===== src/rtl/std_fifo_fwft_adapter.sv =====
// -----------------------------------------------------------------------------
// std_fifo_fwft_adapter
//
// Presents a first-word-fall-through read port in front of a standard-mode
// FIFO whose read data arrives READ_LATENCY cycles after the read strobe.
// Words are prefetched into a small circular buffer. A valid shift register
// tracks reads still in flight, so issue never exceeds the buffer space.
//
// Parameters
//   READ_LATENCY : cycles from standard_fifo_rd_en sampled to data valid (1..8)
//   DOUT_WIDTH   : data width (1..1024)
//   BUF_DEPTH    : prefetch buffer entries (>= 2; READ_LATENCY+2 for 1 word/clk)
//   CNT_WIDTH    : width of fwft_data_count (derived from BUF_DEPTH)
//
// Ports
//   clk                 in   sole clock, rising edge
//   arst                in   asynchronous active-high reset
//   flush               in   synchronous: empty buffer, drop in-flight reads
//   standard_fifo_dout  in   read data from the standard FIFO
//   standard_fifo_empty in   standard FIFO empty
//   standard_fifo_rd_en out  read strobe to the standard FIFO
//   fwft_fifo_dout      out  head-of-buffer word
//   fwft_fifo_empty     out  buffer holds no word
//   fwft_fifo_rd_en     in   consumer pop / acknowledge
//   fwft_data_count     out  words held in the buffer (in-flight excluded)
//   underflow           out  sticky: pop attempted while empty
// -----------------------------------------------------------------------------
module std_fifo_fwft_adapter #(
  parameter int unsigned READ_LATENCY = 1,
  parameter int unsigned DOUT_WIDTH   = 8,
  parameter int unsigned BUF_DEPTH    = 4,
  parameter int unsigned CNT_WIDTH    = $clog2(BUF_DEPTH + 1)
) (
  input  logic                  clk,
  input  logic                  arst,
  input  logic                  flush,
  input  logic [DOUT_WIDTH-1:0] standard_fifo_dout,
  input  logic                  standard_fifo_empty,
  output logic                  standard_fifo_rd_en,
  output logic [DOUT_WIDTH-1:0] fwft_fifo_dout,
  output logic                  fwft_fifo_empty,
  input  logic                  fwft_fifo_rd_en,
  output logic [CNT_WIDTH-1:0]  fwft_data_count,
  output logic                  underflow
);

  localparam int unsigned PTR_W = $clog2(BUF_DEPTH);
  localparam int unsigned IF_W  = $clog2(READ_LATENCY + 1);
  localparam int unsigned SUM_W = CNT_WIDTH + IF_W + 1;

  logic [READ_LATENCY-1:0] r_valid;
  logic [DOUT_WIDTH-1:0]   r_mem [BUF_DEPTH];
  logic [PTR_W-1:0]        r_wr_ptr;
  logic [PTR_W-1:0]        r_rd_ptr;
  logic [CNT_WIDTH-1:0]    r_count;
  logic                    r_underflow;

  logic [READ_LATENCY-1:0] w_valid_nxt;
  logic [IF_W-1:0]         w_inflight;
  logic [SUM_W-1:0]        w_reserved;
  logic                    w_empty;
  logic                    w_cap;
  logic                    w_pop;

  function automatic logic [PTR_W-1:0] ptr_inc(input logic [PTR_W-1:0] p);
    // Explicit wrap so non-power-of-two depths are legal.
    return (p == PTR_W'(BUF_DEPTH - 1)) ? '0 : p + PTR_W'(1);
  endfunction

  assign w_empty = (r_count == '0);
  assign w_cap   = r_valid[READ_LATENCY-1];
  assign w_pop   = fwft_fifo_rd_en && !w_empty;

  always_comb begin
    w_inflight = '0;
    for (int unsigned i = 0; i < READ_LATENCY; i++) begin
      w_inflight = w_inflight + IF_W'(r_valid[i]);
    end
  end

  always_comb begin
    w_valid_nxt    = '0;
    w_valid_nxt[0] = standard_fifo_rd_en;
    for (int unsigned i = 1; i < READ_LATENCY; i++) begin
      w_valid_nxt[i] = r_valid[i-1];
    end
  end

  // Space is reserved for every read in flight; a same-cycle pop earns no
  // credit, which keeps the issue path free of the consumer's rd_en.
  assign w_reserved          = SUM_W'(r_count) + SUM_W'(w_inflight);
  assign standard_fifo_rd_en = !standard_fifo_empty && !flush &&
                               (w_reserved < SUM_W'(BUF_DEPTH));

  assign fwft_fifo_dout  = r_mem[r_rd_ptr];
  assign fwft_fifo_empty = w_empty;
  assign fwft_data_count = r_count;
  assign underflow       = r_underflow;

  // In-flight tracker
  always_ff @(posedge clk or posedge arst) begin
    if (arst) begin
      r_valid <= '0;
    end else if (flush) begin
      r_valid <= '0;
    end else begin
      r_valid <= w_valid_nxt;
    end
  end

  // Pointers and occupancy; flush wins over a capture on the same edge.
  always_ff @(posedge clk or posedge arst) begin
    if (arst) begin
      r_wr_ptr <= '0;
      r_rd_ptr <= '0;
      r_count  <= '0;
    end else if (flush) begin
      r_wr_ptr <= '0;
      r_rd_ptr <= '0;
      r_count  <= '0;
    end else begin
      if (w_cap) r_wr_ptr <= ptr_inc(r_wr_ptr);
      if (w_pop) r_rd_ptr <= ptr_inc(r_rd_ptr);
      case ({w_cap, w_pop})
        2'b10:   r_count <= r_count + CNT_WIDTH'(1);
        2'b01:   r_count <= r_count - CNT_WIDTH'(1);
        default: r_count <= r_count;
      endcase
    end
  end

  // Storage is cleared only by arst so the head word reads 0 out of reset.
  always_ff @(posedge clk or posedge arst) begin
    if (arst) begin
      for (int unsigned i = 0; i < BUF_DEPTH; i++) begin
        r_mem[i] <= '0;
      end
    end else if (w_cap && !flush) begin
      r_mem[r_wr_ptr] <= standard_fifo_dout;
    end
  end

  always_ff @(posedge clk or posedge arst) begin
    if (arst) begin
      r_underflow <= 1'b0;
    end else if (flush) begin
      r_underflow <= 1'b0;
    end else if (fwft_fifo_rd_en && w_empty) begin
      r_underflow <= 1'b1;
    end
  end

  // The issue rule reserves a slot for every in-flight read, so a capture
  // can never land in a full buffer.
  a_no_overflow: assert property (@(posedge clk) disable iff (arst)
    (w_cap && !flush) |-> (r_count != CNT_WIDTH'(BUF_DEPTH)));

endmodule

===== config.mk =====
export PLATFORM = sky130hd
export DESIGN_NAME = std_fifo_fwft_adapter
export DESIGN_NICKNAME = d
export VERILOG_FILES = /design/src/rtl/std_fifo_fwft_adapter.sv
export SDC_FILE = /design/constraint.sdc
export NUM_CORES = 1
export LEC_CHECK = 0
export ABC_AREA = 1
export CORE_MARGIN = 2
export CORE_UTILIZATION = 58
export CTS_BUF_LIST = sky130_fd_sc_hd__clkbuf_4 sky130_fd_sc_hd__clkbuf_8 sky130_fd_sc_hd__clkbuf_16
export DETAILED_ROUTE_END_ITERATION = 10
export PLACE_DENSITY_LB_ADDON = 0.25
export SLEW_MARGIN = 5
export SYNTH_ARGS = -nofsm -noshare
export SYNTH_HDL_FRONTEND = slang
export SYNTH_SLANG_ARGS = --single-unit
export TNS_END_PERCENT = 100

===== constraint.sdc =====
create_clock -name clk -period 2.9 [get_ports clk]
set_input_delay 0.58 -clock clk [delete_from_list [all_inputs] [get_ports clk]]
set_output_delay 0.58 -clock clk [all_outputs]
set_load 0.02 [all_outputs]

==> flow_metrics.env <==
export IMPL_outcome="finished, final reports clean"
export IMPL_io_buffers=26
export IMPL_dpl_worst_slack_ps=414
export IMPL_setup_tns_ps=0
export IMPL_final_common_cell="nand2_1"
export IMPL_syn_area_um2=2030
export IMPL_dr_pass1_iters=4
export IMPL_synth_seq_cells=41
export IMPL_cts_tree="done"
export IMPL_root_buffer="clkbuf_4"
export IMPL_holdCritPathClass="register to register"
export IMPL_finalCritPeriodShare_pct=91.9
export IMPL_drcViolationCount=0
export IMPL_final_seq_area_um2=1030
export IMPL_synth_warnings=0
export IMPL_clk_pin_slew_worst_paths_ps=110
export IMPL_grt_overflow_total=0
export IMPL_finalHoldViolCount=0
export IMPL_cts_setup_buffers=0
export IMPL_cpPeakStageDelay_ps=630
export IMPL_slew_violations=0
export IMPL_whs_ps=492
export IMPL_power_leakage_nw=1.18
export IMPL_rsz0062_at_grt="false"
export IMPL_gp_congestion=0.823
export IMPL_grt_total_usage_pct=23.4
export IMPL_clock_path_buffers=2
export IMPL_final_setup_worst_slack_ps=234
export IMPL_crit_buf_inv=2
export IMPL_worst_r2r_endpoint="fwft_data_count[2]"
export IMPL_clock_latency_ps=340
export IMPL_cp_max_fo=10
export IMPL_vias_per_cell=5.32
export IMPL_cp_slowest_cell="clkdlybuf4s50_1"
export IMPL_grt_pass1_vias=1550
export IMPL_min_to="r_mem[12]"
export IMPL_ant_nets=0
export IMPL_fin_crit_ps=2670
export IMPL_reg2reg_depth=11
export IMPL_start_kind="register"
export IMPL_cp_required_ps=2320
export IMPL_final_nets=267
export IMPL_slew_headroom_pct=65.0
export IMPL_cp_arrival_ps=2090
export IMPL_fp_dieH_um=63.1
export IMPL_core_um2=3340
export IMPL_setup_viol=0
export IMPL_grt_max_degree=42
export IMPL_timing_rr_start="fwft_data_count[2]"
export IMPL_fillCellCount=277
export IMPL_num_rows=21
export IMPL_utilization_pct=70.7
export IMPL_cts_resized=0
export IMPL_htreeDepth=2
export IMPL_areaGrowthSynthToFinish_pct=16.4
export IMPL_routedWlPerCell_um=13.6
export IMPL_postSynthCellCount=220
export IMPL_layout_cells_non_filler=294
export IMPL_pwr_density_cell_nw_per_um2=766
export IMPL_die_w_um=63.1
export IMPL_antennaDiodeCount=0
export IMPL_yosysUniqueCellTypes=25
export IMPL_cp_cell_sequence="inv_1, o21ai_0, o22ai_1, clkdlybuf4s50_1"
export IMPL_ctsHoldBuffers=0
export IMPL_mostFrequentLayoutCells="nand2_1, dfrtp_1, clkdlybuf4s50_1"
export IMPL_io_pins=27
export IMPL_initial_core_util_pct=60.7
export IMPL_crit_start="r_rd_ptr[1]"
export IMPL_yosysSeqAreaShare_pct=50.6
export IMPL_syn_avg_cell_area_um2=9.21
export IMPL_hp_start="r_mem[12]"
export IMPL_grt_pass1_wl_um=7160
export IMPL_grt_antenna_before_repair=0
export IMPL_ir_worst_vdd_mv=0.485
export IMPL_drive_above_1_share_pct=15.3
export IMPL_cap_violations=0
export IMPL_crit_family="buffers and inverters"
export IMPL_multi_input_area_um2=862
export IMPL_crit_path_end_kind="output pin"
export IMPL_dr_total_vias=1564
export IMPL_tightestPinTransition_ps=524
export IMPL_post_dp_hpwl_um=2760
export IMPL_clkSinkCount=41
export IMPL_clock_skew_ps=4.60
export IMPL_drt_iter0_markers=87
export IMPL_synthesis_nets=239
export IMPL_die_area_um2=3980
export IMPL_critPathKind="register to output pin"
export IMPL_clock_fmax_mhz=375
export IMPL_placed_cells=287
export IMPL_whs_path_depth=2
export IMPL_numCtsBuffers=5
export IMPL_r2r_slack_ps=1020
export IMPL_drt_total_wl_um=4000
## registers in the layout, summed over array words and instances (netlist names)
name	count
r_rd_ptr	2
fwft_data_count	3
underflow	1
r_mem	32
r_wr_ptr	2
r_valid	1
## report_power, final
part	total [mW]	switching, mW	internal, mW
Combinational	0.741	0.416	0.325
Sequential	0.769	0.0826	0.686
Clock	0.296	0.173	0.124
## layer usage
metal / wire length [um] / global-route usage (%)
met3: 161 / 6.43
met4: 65 / 6.94
met1: 1830 / 31.8
met5: 0 / 0
met2: 1940 / 36.8
## logic make-up after synthesis
family	after synthesis	synth area share [%]
buf+inv	27	6.85
fa+ha+maj	6	4.07
xor+xnor	1	0.432
simple gates	84	18.9
flops	41	50.6
compound gates	61	19.1
## worst max path at each step
stage                                     end  slack, ps  cells past startpoint
after CTS                   fwft_fifo_dout[3]        230                      4
after detailed placement  standard_fifo_rd_en        410                      3
after floorplan           standard_fifo_rd_en        860                      2
after global placement    standard_fifo_rd_en        400                      3
final                       fwft_fifo_dout[3]        230                      4
after global routing        fwft_fifo_dout[3]        120                      4
## through the flow
stage                     cell area, um^2  total power [mW]
after floorplan                      2030              1.23
after CTS                            2360              1.81
final                                2360              1.81
after detailed placement             2300              1.52
after global routing                 2360              1.93
after global placement               2300              1.50
## synth_stat cells
cell type / instances / area [um^2]
o21ai_0: 16 / 80.1
o22ai_1: 8 / 50.1
dfrtp_1: 41 / 1030
nor2_1: 22 / 82.6
buf_2: 3 / 15.0
buf_4: 1 / 7.51
fa_1: 1 / 20.0
nand2_2: 3 / 18.8
inv_2: 1 / 3.75
nand3_2: 1 / 10.0
o21ai_2: 16 / 140
a211oi_1: 2 / 15.0
nor2_2: 1 / 6.26
inv_1: 18 / 67.6
nand2_1: 50 / 188
a21oi_1: 1 / 5.00
o21ai_1: 16 / 80.1
nand2_4: 4 / 45.0
a22o_1: 1 / 8.76
ha_1: 5 / 62.6
nor4_1: 2 / 12.5
buf_6: 4 / 45.0
xnor2_1: 1 / 8.76
nor2_8: 1 / 20.0
a21oi_2: 1 / 8.76
## layout make-up
type | count | area share [%]
tap | 46 | 2.44
sequential | 41 | 43.5
multi-input combinational | 152 | 36.6
timing repair buffer | 29 | 12.0
inverter | 19 | 3.02
clock buffer | 7 | 2.49
## tightest hold or removal path, stage by stage (launching register included)
cell and delay [ps]:
dfrtp_1 360, nand2_1 60, o21ai_2 50
Note: power is estimated with default switching activity, not from simulation.
==> edit, RTL diff (config.mk and constraints unchanged) <==
Make the reset (`arst`) synchronous in 4 clocked blocks. Comments in the files are not updated.
--- a/src/rtl/std_fifo_fwft_adapter.sv
+++ b/src/rtl/std_fifo_fwft_adapter.sv
@@ -99,5 +99,5 @@
 
   // In-flight tracker
-  always_ff @(posedge clk or posedge arst) begin
+  always_ff @(posedge clk) begin
     if (arst) begin
       r_valid <= '0;
@@ -110,5 +110,5 @@
 
   // Pointers and occupancy; flush wins over a capture on the same edge.
-  always_ff @(posedge clk or posedge arst) begin
+  always_ff @(posedge clk) begin
     if (arst) begin
       r_wr_ptr <= '0;
@@ -131,5 +131,5 @@
 
   // Storage is cleared only by arst so the head word reads 0 out of reset.
-  always_ff @(posedge clk or posedge arst) begin
+  always_ff @(posedge clk) begin
     if (arst) begin
       for (int unsigned i = 0; i < BUF_DEPTH; i++) begin
@@ -141,5 +141,5 @@
   end
 
-  always_ff @(posedge clk or posedge arst) begin
+  always_ff @(posedge clk) begin
     if (arst) begin
       r_underflow <= 1'b0;
Function: differs if arst is asserted again (counterexample within 4 cycles, from zero or initial values and one cycle with arst high); with arst held inactive, the same outputs for 10 cycles.
==> edit against the original RTL <==
- via count fell by 7.2%
- sequential cell count grew 2
- utilization increased by 1.5 points
- register-to-register slack gained 0.05 ns
- wire length is 5.6% lower
- critical path depth stayed put
- worst setup slack got worse by 0.083 ns
- clock skew is 0.0025 ns higher
- die area down 3.8%
- design area increased by 0.53%
- synthesized area shrank 4.0%
- non-clock buffer count is 1 lower
- global-route usage decreased by 0.45 points
- critical path type unchanged
- highest routed layer unchanged
Power is not compared: it rests on default switching activity, and its combinational part moved more than twofold at a synthesized area within 25%.
==> edit: results (changes against the original RTL) <==
| Metric | Value |
|---|---|
| Net Count, Synth | 219 (-8.4%) |
| Largest family of logic cells by synthesized area | simple AND/OR/NAND/NOR gates |
| Post-Synth Adder-Cell Area | 0.02958 (-0.01116) |
| Synth top cells by count | nor2_1, inv_1, edfxtp_1 |
| Worst Reg-to-Reg Cells | 13 (+2) |
| Yosys warns | 0 (unchanged) |
| Most common cell in the netlist | nor2_1 |
| Clk_lat worst skew | 0.36 ns (+0.02 ns) |
| Yosys cell types | 24 (-4.0%) |
| Detailed Route Iter0 Violations | 67 (-23%) |
| GRT Total Usage | 0.2294 (-0.004463) |
| Hold depth | 2 (unchanged) |
| WP data arrival | 2.17 ns (+0.08 ns) |
| Syn Area/Cell | 9.632 sq um (+4.5%) |
| Hold Path Sink | underflow |
| Reg2Reg Setup Slack | 1.07 ns (+0.05 ns) |
| Reg-to-Reg Start | fwft_data_count[0] |
| Vias in the first global route | 1377 (-11%) |
| Post-synthesis sequential area ratio | 0.6071 (+0.1009) |
| Leakage power | slightly above 1 nW |
| Crit Reg-Reg Endpoint | fwft_data_count[2] |
| Largest net degree at the start of global routing | 18 (-57%) |
| Hold crit path type | reg -> reg |
| Worst-path fanout max | 17 (+7) |
| Num CTS Buffers | 5 (unchanged) |
| Crit path largest cell delay | 0.70 ns (+0.07 ns) |
| Layout cell share with drive strength beyond 1 | 0.07627 (-0.07695) |
| Hold Startpoint | underflow |
| Status | finished, final reports clean |
| Final HPWL DP | 2505 um (-9.1%) |
| Post-synthesis compound-gate area fraction | 0.09775 (-0.09361) |
| Post-Synth XOR/XNOR Area | 0 (-0.004321) |
| Number of synthesized flops with an enable pin | 32 (+32) |
| Mux cell area share after synthesis | 0 (unchanged) |
| Hold Buf Count CTS | 0 (unchanged) |
| Nets | 252 (-5.6%) |
| CP max stage cell | dfxtp_1 |
| H-tree depth | 2 (unchanged) |
| Global-route wire length before repair | 6120 um (-14%) |
| Post-CTS Setup Bufs | 0 (unchanged) |
| Synth area leaders | edfxtp_1, dfxtp_1, nor2_1 |
| # placed instances | 274 (-4.5%) |
| Drt first pass iters | 4 (unchanged) |
| Async SR Flop Fraction | 0 (-1.000) |
| Clk_skew | 0.007119 ns (+0.002516 ns) |
| Routed wire per std cell | 13.38 um (-1.6%) |
| Routed vias | 1451 (-7.2%) |
| Max-slew headroom | 0.6217 (-0.02838) |
| FMAX | 363.7 MHz (-3.0%) |
| Clock Pin Slew Worst Setup and Hold Paths | 0.12 ns |
| Gp weighted congestion | 0.7761 (-5.7%) |
| Total Wirelength | 3774 um (-5.6%) |
[edit: through the flow]
stage	cell area [sq um]	total power, mW	setup slack (ns)	util	hold WS, ns
finish	2371	1.272	0.1508	0.7219	0.4683
global route	2371	1.312	0.005268	0.7219	0.4908
CTS	2371	1.277	0.1285	0.7219	0.4733
detailed placement	2266	0.8168	0.3684	0.6899	0.4547
global placement	2266	0.8151	0.3886	0.6899	0.4481
floorplan	1946	0.7588	1.144	-	0.4827
[edit: tightest hold or removal path, cell delays in order, from the launching register on]
cell,delay [ns]
dfxtp_1,0.33
inv_1,0.04
a21boi_0,0.06
[edit: worst max-delay path by stage]
stage | startpoint | to | slack, ns
after global placement | flush | standard_fifo_rd_en | 0.39
after CTS | register | fwft_fifo_dout[0] | 0.13
final | register | fwft_fifo_dout[3] | 0.15
after floorplan | flush | r_mem[3][0] | 1.14
after global routing | register | fwft_fifo_dout[1] | 0.005
after detailed placement | flush | standard_fifo_rd_en | 0.37
[edit: cell type report]
| class | instances | area, sq um |
|---|---|---|
| repair buffers | 28 | 275.3 |
| multi-input cells | 120 | 613.1 |
| clock buffers | 6 | 45.04 |
| inverters | 37 | 138.9 |
| flip-flops and latches | 43 | 1181 |
| well taps | 46 | 57.56 |
| clock inverters | 2 | 60.06 |
| fillers | 251 | 913.4 |
[edit: where the power goes]
part           switching [mW]  internal [mW]
combinational          0.0641         0.0498
sequential             0.0103          0.679
clock                   0.190          0.278
[edit: routing by layer]
metal / wire length (um) / global-route usage / vias to the layer above
met4: 65 / 0.07903 / 0
met1: 1688 / 0.2970 / 676
met5: 0 / 0 / -
met3: 200 / 0.06418 / 8
met2: 1820 / 0.3744 / 43
li1: - / - / 724
